`src/rtl/button_led_arbiter.sv`:
```
// -----------------------------------------------------------------------------
// button_led_arbiter
//
// Shares one LED between N_BTN push-buttons. Each raw button level is passed
// through a two-flop synchroniser and a consecutive-cycle debouncer. A rising
// debounced level is a press event that requests the LED. Simultaneous
// requests are resolved round-robin. The owner keeps the LED lit until it
// releases its button or, when enabled, its maximum hold time expires. A guard
// interval follows every release before the next grant is accepted.
//
// Ports:
//   clk      - system clock
//   rst      - asynchronous active-high reset
//   button   - raw asynchronous button levels, 1 = pressed
//   led      - LED drive, 1 = on
//   grant    - one-hot current owner, zero when nobody owns the LED
//   owner    - index of the current or most recent owner
//   denied   - one-cycle pulse when a press event is not granted
//   timeout  - one-cycle pulse when the owner is forcibly released
// -----------------------------------------------------------------------------
module button_led_arbiter #(
    parameter int N_BTN           = 4,
    parameter int DEBOUNCE_CYCLES = 16,
    parameter int GUARD_CYCLES    = 8,
    parameter int MAX_HOLD_CYCLES = 0,
    localparam int OW             = (N_BTN > 1) ? $clog2(N_BTN) : 1
) (
    input  logic             clk,
    input  logic             rst,
    input  logic [N_BTN-1:0] button,
    output logic             led,
    output logic [N_BTN-1:0] grant,
    output logic [OW-1:0]    owner,
    output logic             denied,
    output logic             timeout
);

    localparam int DW = (DEBOUNCE_CYCLES > 1) ? $clog2(DEBOUNCE_CYCLES) : 1;
    localparam int GW = (GUARD_CYCLES > 1) ? $clog2(GUARD_CYCLES) : 1;
    localparam int HW = (MAX_HOLD_CYCLES > 1) ? $clog2(MAX_HOLD_CYCLES) : 1;

    localparam logic [DW-1:0]    DEB_LAST   = DW'(DEBOUNCE_CYCLES - 1);
    localparam logic [GW-1:0]    GUARD_LAST = GW'(GUARD_CYCLES - 1);
    localparam logic [HW-1:0]    HOLD_LAST  = HW'((MAX_HOLD_CYCLES > 0) ? (MAX_HOLD_CYCLES - 1) : 0);
    localparam logic             HOLD_EN    = (MAX_HOLD_CYCLES != 0);
    localparam logic [N_BTN-1:0] ONE_HOT0   = N_BTN'(1);
    localparam logic [OW-1:0]    LAST_INIT  = OW'(N_BTN - 1);

    localparam logic [1:0] ST_IDLE  = 2'd0;
    localparam logic [1:0] ST_OWNED = 2'd1;
    localparam logic [1:0] ST_GUARD = 2'd2;

    // Input conditioning state
    logic [N_BTN-1:0] s1_q, s1_d;
    logic [N_BTN-1:0] s2_q, s2_d;
    logic [N_BTN-1:0] deb_q, deb_d;
    logic [N_BTN-1:0] deb_prev_q, deb_prev_d;
    logic [DW-1:0]    cnt_q [N_BTN];
    logic [DW-1:0]    cnt_d [N_BTN];

    // Arbitration state
    logic [1:0]       state_q, state_d;
    logic             led_q, led_d;
    logic [N_BTN-1:0] grant_q, grant_d;
    logic [OW-1:0]    owner_q, owner_d;
    logic [OW-1:0]    last_q, last_d;
    logic [HW-1:0]    hold_q, hold_d;
    logic [GW-1:0]    guard_q, guard_d;
    logic             denied_q, denied_d;
    logic             timeout_q, timeout_d;

    // Combinational helpers
    logic [N_BTN-1:0] press_s;
    logic             win_found_s;
    logic [OW-1:0]    win_idx_s;
    logic [N_BTN-1:0] win_oh_s;

    // Debounce: a mismatch must persist DEBOUNCE_CYCLES edges before deb follows
    always_comb begin
        s1_d       = button;
        s2_d       = s1_q;
        deb_prev_d = deb_q;
        deb_d      = deb_q;
        for (int i = 0; i < N_BTN; i++) begin
            cnt_d[i] = '0;
            if (s2_q[i] != deb_q[i]) begin
                if (cnt_q[i] == DEB_LAST) begin
                    deb_d[i] = s2_q[i];
                    cnt_d[i] = '0;
                end else begin
                    cnt_d[i] = cnt_q[i] + DW'(1);
                end
            end else begin
                cnt_d[i] = '0;
            end
        end
    end

    // Synchroniser, debounced level and press-detect history registers
    always_ff @(posedge clk or posedge rst) begin
        if (rst) begin
            s1_q       <= '0;
            s2_q       <= '0;
            deb_q      <= '0;
            deb_prev_q <= '0;
            for (int i = 0; i < N_BTN; i++) begin
                cnt_q[i] <= '0;
            end
        end else begin
            s1_q       <= s1_d;
            s2_q       <= s2_d;
            deb_q      <= deb_d;
            deb_prev_q <= deb_prev_d;
            for (int i = 0; i < N_BTN; i++) begin
                cnt_q[i] <= cnt_d[i];
            end
        end
    end

    // Round-robin pick: scanning from last+1 upward; the loop runs backwards
    // so the final overwrite is the first pressing index in scan order.
    always_comb begin
        int             sum;
        logic [OW-1:0]  idx;
        press_s     = deb_q & ~deb_prev_q;
        win_found_s = |press_s;
        win_idx_s   = '0;
        sum         = 0;
        idx         = '0;
        for (int k = N_BTN; k >= 1; k--) begin
            sum       = int'(last_q) + k;
            idx       = OW'((sum >= N_BTN) ? (sum - N_BTN) : sum);
            win_idx_s = press_s[idx] ? idx : win_idx_s;
        end
        win_oh_s = ONE_HOT0 << win_idx_s;
    end

    // Ownership state machine; every output is computed here and registered
    always_comb begin
        state_d   = state_q;
        led_d     = led_q;
        grant_d   = grant_q;
        owner_d   = owner_q;
        last_d    = last_q;
        hold_d    = hold_q;
        guard_d   = guard_q;
        denied_d  = 1'b0;
        timeout_d = 1'b0;
        case (state_q)
            ST_IDLE: begin
                if (win_found_s) begin
                    state_d  = ST_OWNED;
                    led_d    = 1'b1;
                    grant_d  = win_oh_s;
                    owner_d  = win_idx_s;
                    last_d   = win_idx_s;
                    hold_d   = '0;
                    denied_d = |(press_s & ~win_oh_s);
                end else begin
                    led_d   = 1'b0;
                    grant_d = '0;
                end
            end
            ST_OWNED: begin
                hold_d   = hold_q + HW'(1);
                // The owner cannot produce a press while owning, so any
                // press here belongs to a contender.
                denied_d = |(press_s & ~grant_q);
                if (!deb_q[owner_q]) begin
                    state_d = ST_GUARD;
                    led_d   = 1'b0;
                    grant_d = '0;
                    guard_d = '0;
                end else if (HOLD_EN && (hold_q == HOLD_LAST)) begin
                    state_d   = ST_GUARD;
                    led_d     = 1'b0;
                    grant_d   = '0;
                    guard_d   = '0;
                    timeout_d = 1'b1;
                end else begin
                    led_d   = 1'b1;
                    grant_d = grant_q;
                end
            end
            ST_GUARD: begin
                led_d    = 1'b0;
                grant_d  = '0;
                denied_d = |press_s;
                if (guard_q == GUARD_LAST) begin
                    state_d = ST_IDLE;
                    guard_d = '0;
                end else begin
                    guard_d = guard_q + GW'(1);
                end
            end
            default: begin
                state_d = ST_IDLE;
                led_d   = 1'b0;
                grant_d = '0;
                hold_d  = '0;
                guard_d = '0;
            end
        endcase
    end

    // Arbitration state and registered outputs
    always_ff @(posedge clk or posedge rst) begin
        if (rst) begin
            state_q   <= ST_IDLE;
            led_q     <= 1'b0;
            grant_q   <= '0;
            owner_q   <= '0;
            last_q    <= LAST_INIT;
            hold_q    <= '0;
            guard_q   <= '0;
            denied_q  <= 1'b0;
            timeout_q <= 1'b0;
        end else begin
            state_q   <= state_d;
            led_q     <= led_d;
            grant_q   <= grant_d;
            owner_q   <= owner_d;
            last_q    <= last_d;
            hold_q    <= hold_d;
            guard_q   <= guard_d;
            denied_q  <= denied_d;
            timeout_q <= timeout_d;
        end
    end

    assign led     = led_q;
    assign grant   = grant_q;
    assign owner   = owner_q;
    assign denied  = denied_q;
    assign timeout = timeout_q;

endmodule
```
`config.mk`:
```
export PLATFORM = sky130hd
export DESIGN_NAME = button_led_arbiter
export DESIGN_NICKNAME = d
export VERILOG_FILES = /design/src/rtl/button_led_arbiter.sv
export SDC_FILE = /design/constraint.sdc
export NUM_CORES = 1
export LEC_CHECK = 0
export CAP_MARGIN = 20
export CORE_MARGIN = 2
export CORE_UTILIZATION = 64
export CTS_BUF_LIST = sky130_fd_sc_hd__clkbuf_8
export DETAILED_ROUTE_END_ITERATION = 8
export GPL_ROUTABILITY_DRIVEN = 1
export MAX_ROUTING_LAYER = met4
export PLACE_DENSITY_LB_ADDON = 0.05
export SLEW_MARGIN = 20
export SYNTH_ARGS = -nofsm -noshare
export SYNTH_HDL_FRONTEND = slang
export SYNTH_SLANG_ARGS = --single-unit
export TNS_END_PERCENT = 5
```
`constraint.sdc`:
```
create_clock -name clk -period 4.4 [get_ports clk]
set_input_delay 0.88 -clock clk [delete_from_list [all_inputs] [get_ports clk]]
set_output_delay 0.88 -clock clk [all_outputs]
set_load 0.05 [all_outputs]
```
### Yosys cells after proc, flatten, opt, wreduce, memory -nomap -nowiden

Index checks and enable logic that the tools add are counted.

* bits in latches: 0
* memory bits (writable): 0
* input bits: 6
* ROM bits: 0
* memories kept: 0
* flip-flop bits (word level): 47
* output and inout port bits: 9

* bitwise operators: 7
* muxes and demuxes: 41
* multipliers: 0
* magnitude comparators: 9
* eq/ne operators: 14
* add/subtract/negate cells: 13
* div/mod/pow operators: 0
* reductions and logical operators: 11
* shifts and indexed selects: 1

Operators with widths (number)
* $mux 4: 10
* $mux 2: 11
* $add 4x1->4 const B: 4
* $eq 4x4->1 const B: 4
* $lt 2x3->1 const B: 5
* $and 4x4->4: 3
* $not 4->4: 3
* $reduce_and 2->1: 6
* $reduce_or 4->1: 3
* $bmux 1 s2: 5
* $ge 3x3->1 const B: 3
* $pmux 3 s3: 1
* $mux 1: 8
* $pmux 4 s2: 1
* $sub 2x1->2 const B: 4
* $add 2x2->3 const B: 2
* $mux 3: 2
* $ne 2x2->1 const B: 3
* $pmux 2 s3: 1
* $add 2x3->4 const B: 1
* $ge 4x3->1 const B: 1
* $ne 1x1->1: 4
* $shl 1x2->4 const A: 1
* $add 2x1->3 const B: 1
* 9 further kinds: 9

### Depth between registers and ports, before layout

Gate-level depths: netlist of the first run.

* depth in word-level cells: 15
* depth in mapped cells: 5

### Least setup slack after synthesis of the first run

OpenSTA, ideal clock, no wires.

* kind: register to register
* start: register owner_q[1], in the netlist owner[1]
* end: register guard_q[1]
* setup time: 121 ps
* stages on the path, launching flop included: 4
* path slack: 2634 ps
* arrival time: 1645 ps
* period minus slack after synthesis: 1766 ps
* cells stage by stage: dfrtp_1 > mux4_2 > o21a_1 > a22o_1

* word-level cells in the longest chain between the ends: 4

Ends and longest elaborated chain
* from (decl): RTL line 65 `logic [OW-1:0] owner_q, owner_d;`
* from (signal assigned): RTL line 222 `owner_q <= owner_d;`
* $bmux 1 s2: RTL line 169 `if (!deb_q[owner_q]) begin`
* $mux 1 (implied by the code): RTL line 169
* $ne 2x2->1 (no source line)
* $reduce_and 2->1 (no source line)
* to (signal assigned): RTL line 225 `guard_q <= guard_d;`
* to (decl): RTL line 68 `logic [GW-1:0] guard_q, guard_d;`

Every way passes these cells. The select of a mux whose other input is x is not followed.
A chain may end at the register's enable or synchronous reset.

### Worst setup path after layout of the first run

* start: register owner_q[1], in the netlist owner[1]
* end: output owner[1]

RTL lines
* to (decl): RTL line 33 `output logic [OW-1:0] owner,`

No word-level cell between the ends.

==> metrics, run 1 <==
Worst Path Required 3.52 ns; crit path buf inv count 1; Yosys Warn Count 0; Worst-Skew Late Latency just under 0.3 ns; Slew @ Worst Pin a little over 0.9 ns; HP Class reg -> reg; n_diodes 0; ANT nets after route 0; Synth area leader dfrtp_1; 1st-iter DRT viols 56; Synth top area share 0.557; CP cell instances clkdlybuf4s50_1; final worst setup slack about 2.0 ns; Pwr Density 349 nW/um^2; CTS tree done; input/output buffers 13; area grow syn2layout 13.1%; CTS Buf Count 5; Max Clk Rate 416 MHz; Post-synth EDFFs 0; Crit path max-delay family buffers and inverters; residual overflow from global routing 0; setup TNS 0 ns; Period minus WS final ~2.4 ns; clock skew 0.00612 ns; setup bufs post-CTS 0; static leakage 0.982 nW; Slew Limit Fails 0; Yosys cell types 45; clock share of power 0.333; vias in the first global route 1268; CP Capture Type primary output; worst rel slew slack 0.393; Hold Slack roughly 0.35 ns; DP Wirelength 2.34 mm; first-pass GRT wire length around 5.6 mm; CTS sink cnt 47; commonest non-fill, non-tap cell in the layout dfrtp_1; layout cells sized above 1 0.120; gr usage total 0.221; Post-Synthesis Cells ~170; post-placement cell area roughly 2200 um^2; Die H around 60 um; Final #Nets 195; design area between 2000 and 2500 um^2; top cells by area, synth dfrtp_1 (56%), ha_1 (3.7%), xnor2_1 (3.5%); Final Hold Vio Count 0; outcome finished, final reports clean; fillers 203; combinational power share 0.074; CTS root buffer clkbuf_8; Worst Path Max Fanout 3; die area approximately 3600 um^2; switching fraction of total power 0.237; Post-Place Worst Slack 2.31 ns; syn avg cell area about 12 um^2; Core Box Area approximately 3000 um^2; Crit-path slowest cell clkdlybuf4s50_1; Initial Util 0.668; chip width between 60 and 70 um; startpoint types flop; Resize count post-CTS 0; # H-tree levels 2; CTS hold repair buffers 0; Crit Path Class reg -> out; #FFs+latches synth 47; Cell Area, Synth ~2000 um^2; via/cell ratio 5.67; wire per inst around 14 um; Psw 0.000189 W; CP peak stage delay just over 0.8 ns; Post-Syn Nets 177; fin crit share 0.547; RSZ-0062 raised after global routing false; Final Util 0.755; Main synth FF type dfrtp_1; largest net degree at the start of global routing 48; sequential share of power 0.592; Max-cap violations 0; via count ~1300; post-route DRC violation count 0; setup violators final 0; Pint 0.000609 W; gpl congestion approximately 0.95; most frequent cells in the layout dfrtp_1 (45), clkdlybuf4s50_1 (13), a21oi_1 (10), nor2_1 (8), xnor2_1 (8); drt pass-1 iters 4; Arrival @ worst endpoint about 1.5 ns; Row Count 20; initial antenna violation count 0; IO Count 15; clock buffer depth 2; Max IR drop VDD 0.000245 V; fraction of registers with async set or reset after synthesis 1.00; Post-Route WL between 3 and 4 mm; Clock Pin Slew Worst Setup and Hold Paths about 0.090 ns; register area share after synthesis 0.583
metal layers:
layer / GRT usage / wire length (um) / vias to the layer above
met5: - / 0 / -
met3: 0.0541 / 155 / 4
li1: - / - / 629
met1: 0.286 / 1460 / 629
met4: 0.0889 / 39 / 0
met2: 0.334 / 1590 / 31
area by class of cell:
class,count,area (um^2),area share
Clock buffer,6,82.6,0.0361
Clock inverter,2,16.3,0.00711
Inverter,8,30.0,0.0131
Multi-Input combinational cell,108,795,0.347
Sequential cell,47,1180,0.515
Tap cell,44,55.1,0.0241
Timing Repair Buffer,13,130,0.0569
worst paths after layout:
kind | from | endpoint | slack (ns) | depth (start not counted)
max | owner[1] | owner[1] | 1.99 | 1
min | s1_q[2] | s2_q[2] | 0.35 | 0
max reg2reg | deb_prev_d[1] | grant[1] | 2.75 | 4
min reg2reg | s1_q[2] | s2_q[2] | 0.35 | 0
max in group asynchronous | rst | deb_prev_q[1] | 2.73 | 2
min in group asynchronous | rst | s1_q[2] | 1.09 | 2
state kept, by name (all words and copies together), names as in the netlist:
| register | flops |
|---|---|
| deb_prev_d | 4 |
| owner | 2 |
| last_q | 2 |
| deb_prev_q | 4 |
| denied | 1 |
| s2_q | 4 |
| cnt_q | 16 |
| s1_q | 4 |
| guard_q | 3 |
| led | 1 |
| state_q | 2 |
| grant | 4 |
cell families (layout without fill, tap and decap cells):
group	count (synthesis)	count (layout)	synth area share
and+or+nand+nor	51	51	0.160
DFF	47	47	0.583
AOI/OAI and AO/OA	36	36	0.121
buffers and inverters	10	29	0.0241
xor gates and xnor gates	8	8	0.0347
adders and majority gates	7	7	0.0421
muxes	5	5	0.0334
other	1	1	0.00185
metrics by stage:
stage / total power, W / cells
after floorplan: 0.000523 / 165
after global placement: 0.000536 / 220
after detailed placement: 0.000541 / 220
after CTS: 0.000807 / 228
after global routing: 0.000838 / 228
final: 0.000798 / 228
power by group through the flow:
stage,combinational (W),clock (W),sequential [W]
5_1_grt,0.0000700,0.000292,0.000476
4_1_cts,0.0000610,0.000274,0.000473
3_5_place_dp,0.0000606,0,0.000481
2_1_floorplan,0.0000431,0,0.000480
6_report,0.0000593,0.000266,0.000473
3_3_place_gp,0.0000569,0,0.000479
synth_stat cells (2+ instances only):
| library cell | n |
|---|---|
| dfrtp_1 | 45 |
| a21oi_1 | 10 |
| inv_1 | 8 |
| nor2_1 | 8 |
| xnor2_1 | 8 |
| ha_1 | 6 |
| nand2b_1 | 6 |
| nand3_1 | 6 |
| nor3b_1 | 5 |
| o21ai_0 | 5 |
| mux2_2 | 4 |
| nand4b_1 | 4 |
| nor2b_1 | 4 |
| nand2_1 | 3 |
| o22ai_1 | 3 |
| o31ai_1 | 3 |
| a22o_1 | 2 |
| a32o_1 | 2 |
| dfstp_2 | 2 |
| nor3_1 | 2 |
| nor4_1 | 2 |
| o211ai_1 | 2 |
| o21ai_1 | 2 |
| or2_1 | 2 |
No activity file was read; power rests on OpenSTA's default activity.
==> run 2, diff against run 1 <==
- CORE_UTILIZATION: 64 -> 54
- clock period: 4.4 -> 2.1 ns (I/O delays scaled with it)
==> metrics, run 2 (same netlist as run 1, synthesis figures left out) <==
max FFs per register 16; gr usage total 0.201; input/output buffers 13; static leakage ~1 nW; IO Count 15; R2R depth 4; CTS root buffer clkbuf_8; post-route DRC violation count 0; FF-to-FF setup slack approximately 0.46 ns; Worst Path Max Fanout 3; largest net degree at the start of global routing 20; chip width about 65 um; Slew @ Worst Pin roughly 0.5 ns; commonest non-fill, non-tap cell in the layout dfrtp_1; number of stages on the worst setup path 1; setup TNS 0 ns; Slew Limit Fails 0; crit path from owner[1]; CP peak stage delay 0.83 ns; wire per inst approximately 15 um; setup bufs post-CTS 0; gpl congestion 0.832; startpoint types flop; Crit-path slowest cell clkdlybuf4s50_1; outcome finished, final reports clean; origin of the critical flop-to-flop path last_q[1]; Resize count post-CTS 0; 1st-iter DRT viols 63; Reg with most FFs cnt_q; layout cells sized above 1 0.119; Row Count 22; Max-cap violations 0; HP Class reg -> reg; fillers slightly below 300; first-pass GRT wire length between 6 and 7 mm; Max Clk Rate 518 MHz; crit path buf inv count 1; Core Box Area between 3000 and 4000 um^2; design area 2310 um^2; Worst-Skew Late Latency just under 0.3 ns; n_diodes 0; CTS hold repair buffers 0; via/cell ratio approximately 5.6; Die H ~65 um; CP endpoint owner[1]; Crit path max-delay family buffers and inverters; CTS Buf Count 5; routed length on met3 approximately 150 um; CTS tree done; Worst Path Required 1.68 ns; residual overflow from global routing 0; Initial Util 0.556; Final #Nets a little under 200; worst rel slew slack 0.659; area grow syn2layout 14.3%; DP Wirelength 2.62 mm; WL met2 around 1.7 mm; clock buffer depth 2; Pwr Density 750 nW/um^2; Post-Route WL approximately 3.5 mm; via count between 1000 and 1500; fin crit share 0.920; initial antenna violation count 0; uppermost layer routed met4; Crit Path Class reg -> out; setup violators final 0; drt pass-1 iters 4; Arrival @ worst endpoint approximately 1.5 ns; vias in the first global route roughly 1400; CP Capture Type primary output; most frequent cells in the layout dfrtp_1 (45), clkdlybuf4s50_1 (13), a21oi_1 (10); Max IR drop VDD roughly 0.00048 V; M1 WL between 1.5 and 2 mm; CTS sink cnt 47; Final Util 0.636; Clock Pin Slew Worst Setup and Hold Paths 0.08 ns; # H-tree levels 2; Period minus WS final approximately 1.9 ns; CP cell instances clkdlybuf4s50_1; RSZ-0062 raised after global routing false; ANT nets after route 0; r2r endpoint grant[0]; die area about 4200 um^2; clock skew 0.00475 ns; post-placement cell area ~2200 um^2; Final Hold Vio Count 0
[run 2: area by class of cell]
type | count | area [um^2] | share of cell area
flip-flops and latches | 47 | 1180 | 0.510
repair buffers | 15 | 145 | 0.0628
clock buffers | 5 | 68.8 | 0.0298
clock inverters | 2 | 33.8 | 0.0146
inverters | 8 | 30.0 | 0.0130
well taps | 48 | 60.1 | 0.0260
multi-input cells | 108 | 795 | 0.344
[run 2: worst min path at each step]
| stage | start | endpoint | cells past startpoint |
|---|---|---|---|
| after floorplan | s1_q[0] | s2_q[0] | 0 |
| after global placement | s1_q[1] | s2_q[1] | 0 |
| after detailed placement | s1_q[3] | s2_q[3] | 0 |
| after CTS | s1_q[3] | s2_q[3] | 0 |
| after global routing | s1_q[1] | s2_q[1] | 0 |
| final | s1_q[3] | s2_q[3] | 0 |
[run 2: per-stage QoR]
step / total power [W] / worst slack (ns) / std cells / hold WS, ns
3_3_place_gp: 0.00113 / 0.483 / 226 / 0.332
2_1_floorplan: 0.00110 / 0.334 / 165 / 0.331
4_1_cts: 0.00176 / 0.145 / 233 / 0.356
6_report: 0.00173 / 0.168 / 233 / 0.352
3_5_place_dp: 0.00114 / 0.484 / 226 / 0.337
5_1_grt: 0.00182 / 0.107 / 233 / 0.359
[run 2: per-layer routing]
layer | track usage | up-vias
met5 | - | -
met4 | 0.0547 | 0
met3 | 0.0462 | 5
met2 | 0.314 | 28
met1 | 0.266 | 639
li1 | - | 633
[run 2: power breakdown]
part | switching [W] | leakage [nW] | internal (W) | total, W
combinational | 0.0000711 | 0.325 | 0.0000588 | 0.000130
clock | 0.000266 | 0.0554 | 0.000344 | 0.000610
sequential | 0.0000409 | 0.619 | 0.000952 | 0.000993
==> run 3, diff against run 2 <==
- TNS_END_PERCENT: 5 -> 1
==> results of run 3 <==
Same layout as run 2: the final DEF is identical, and so are final timing and power.
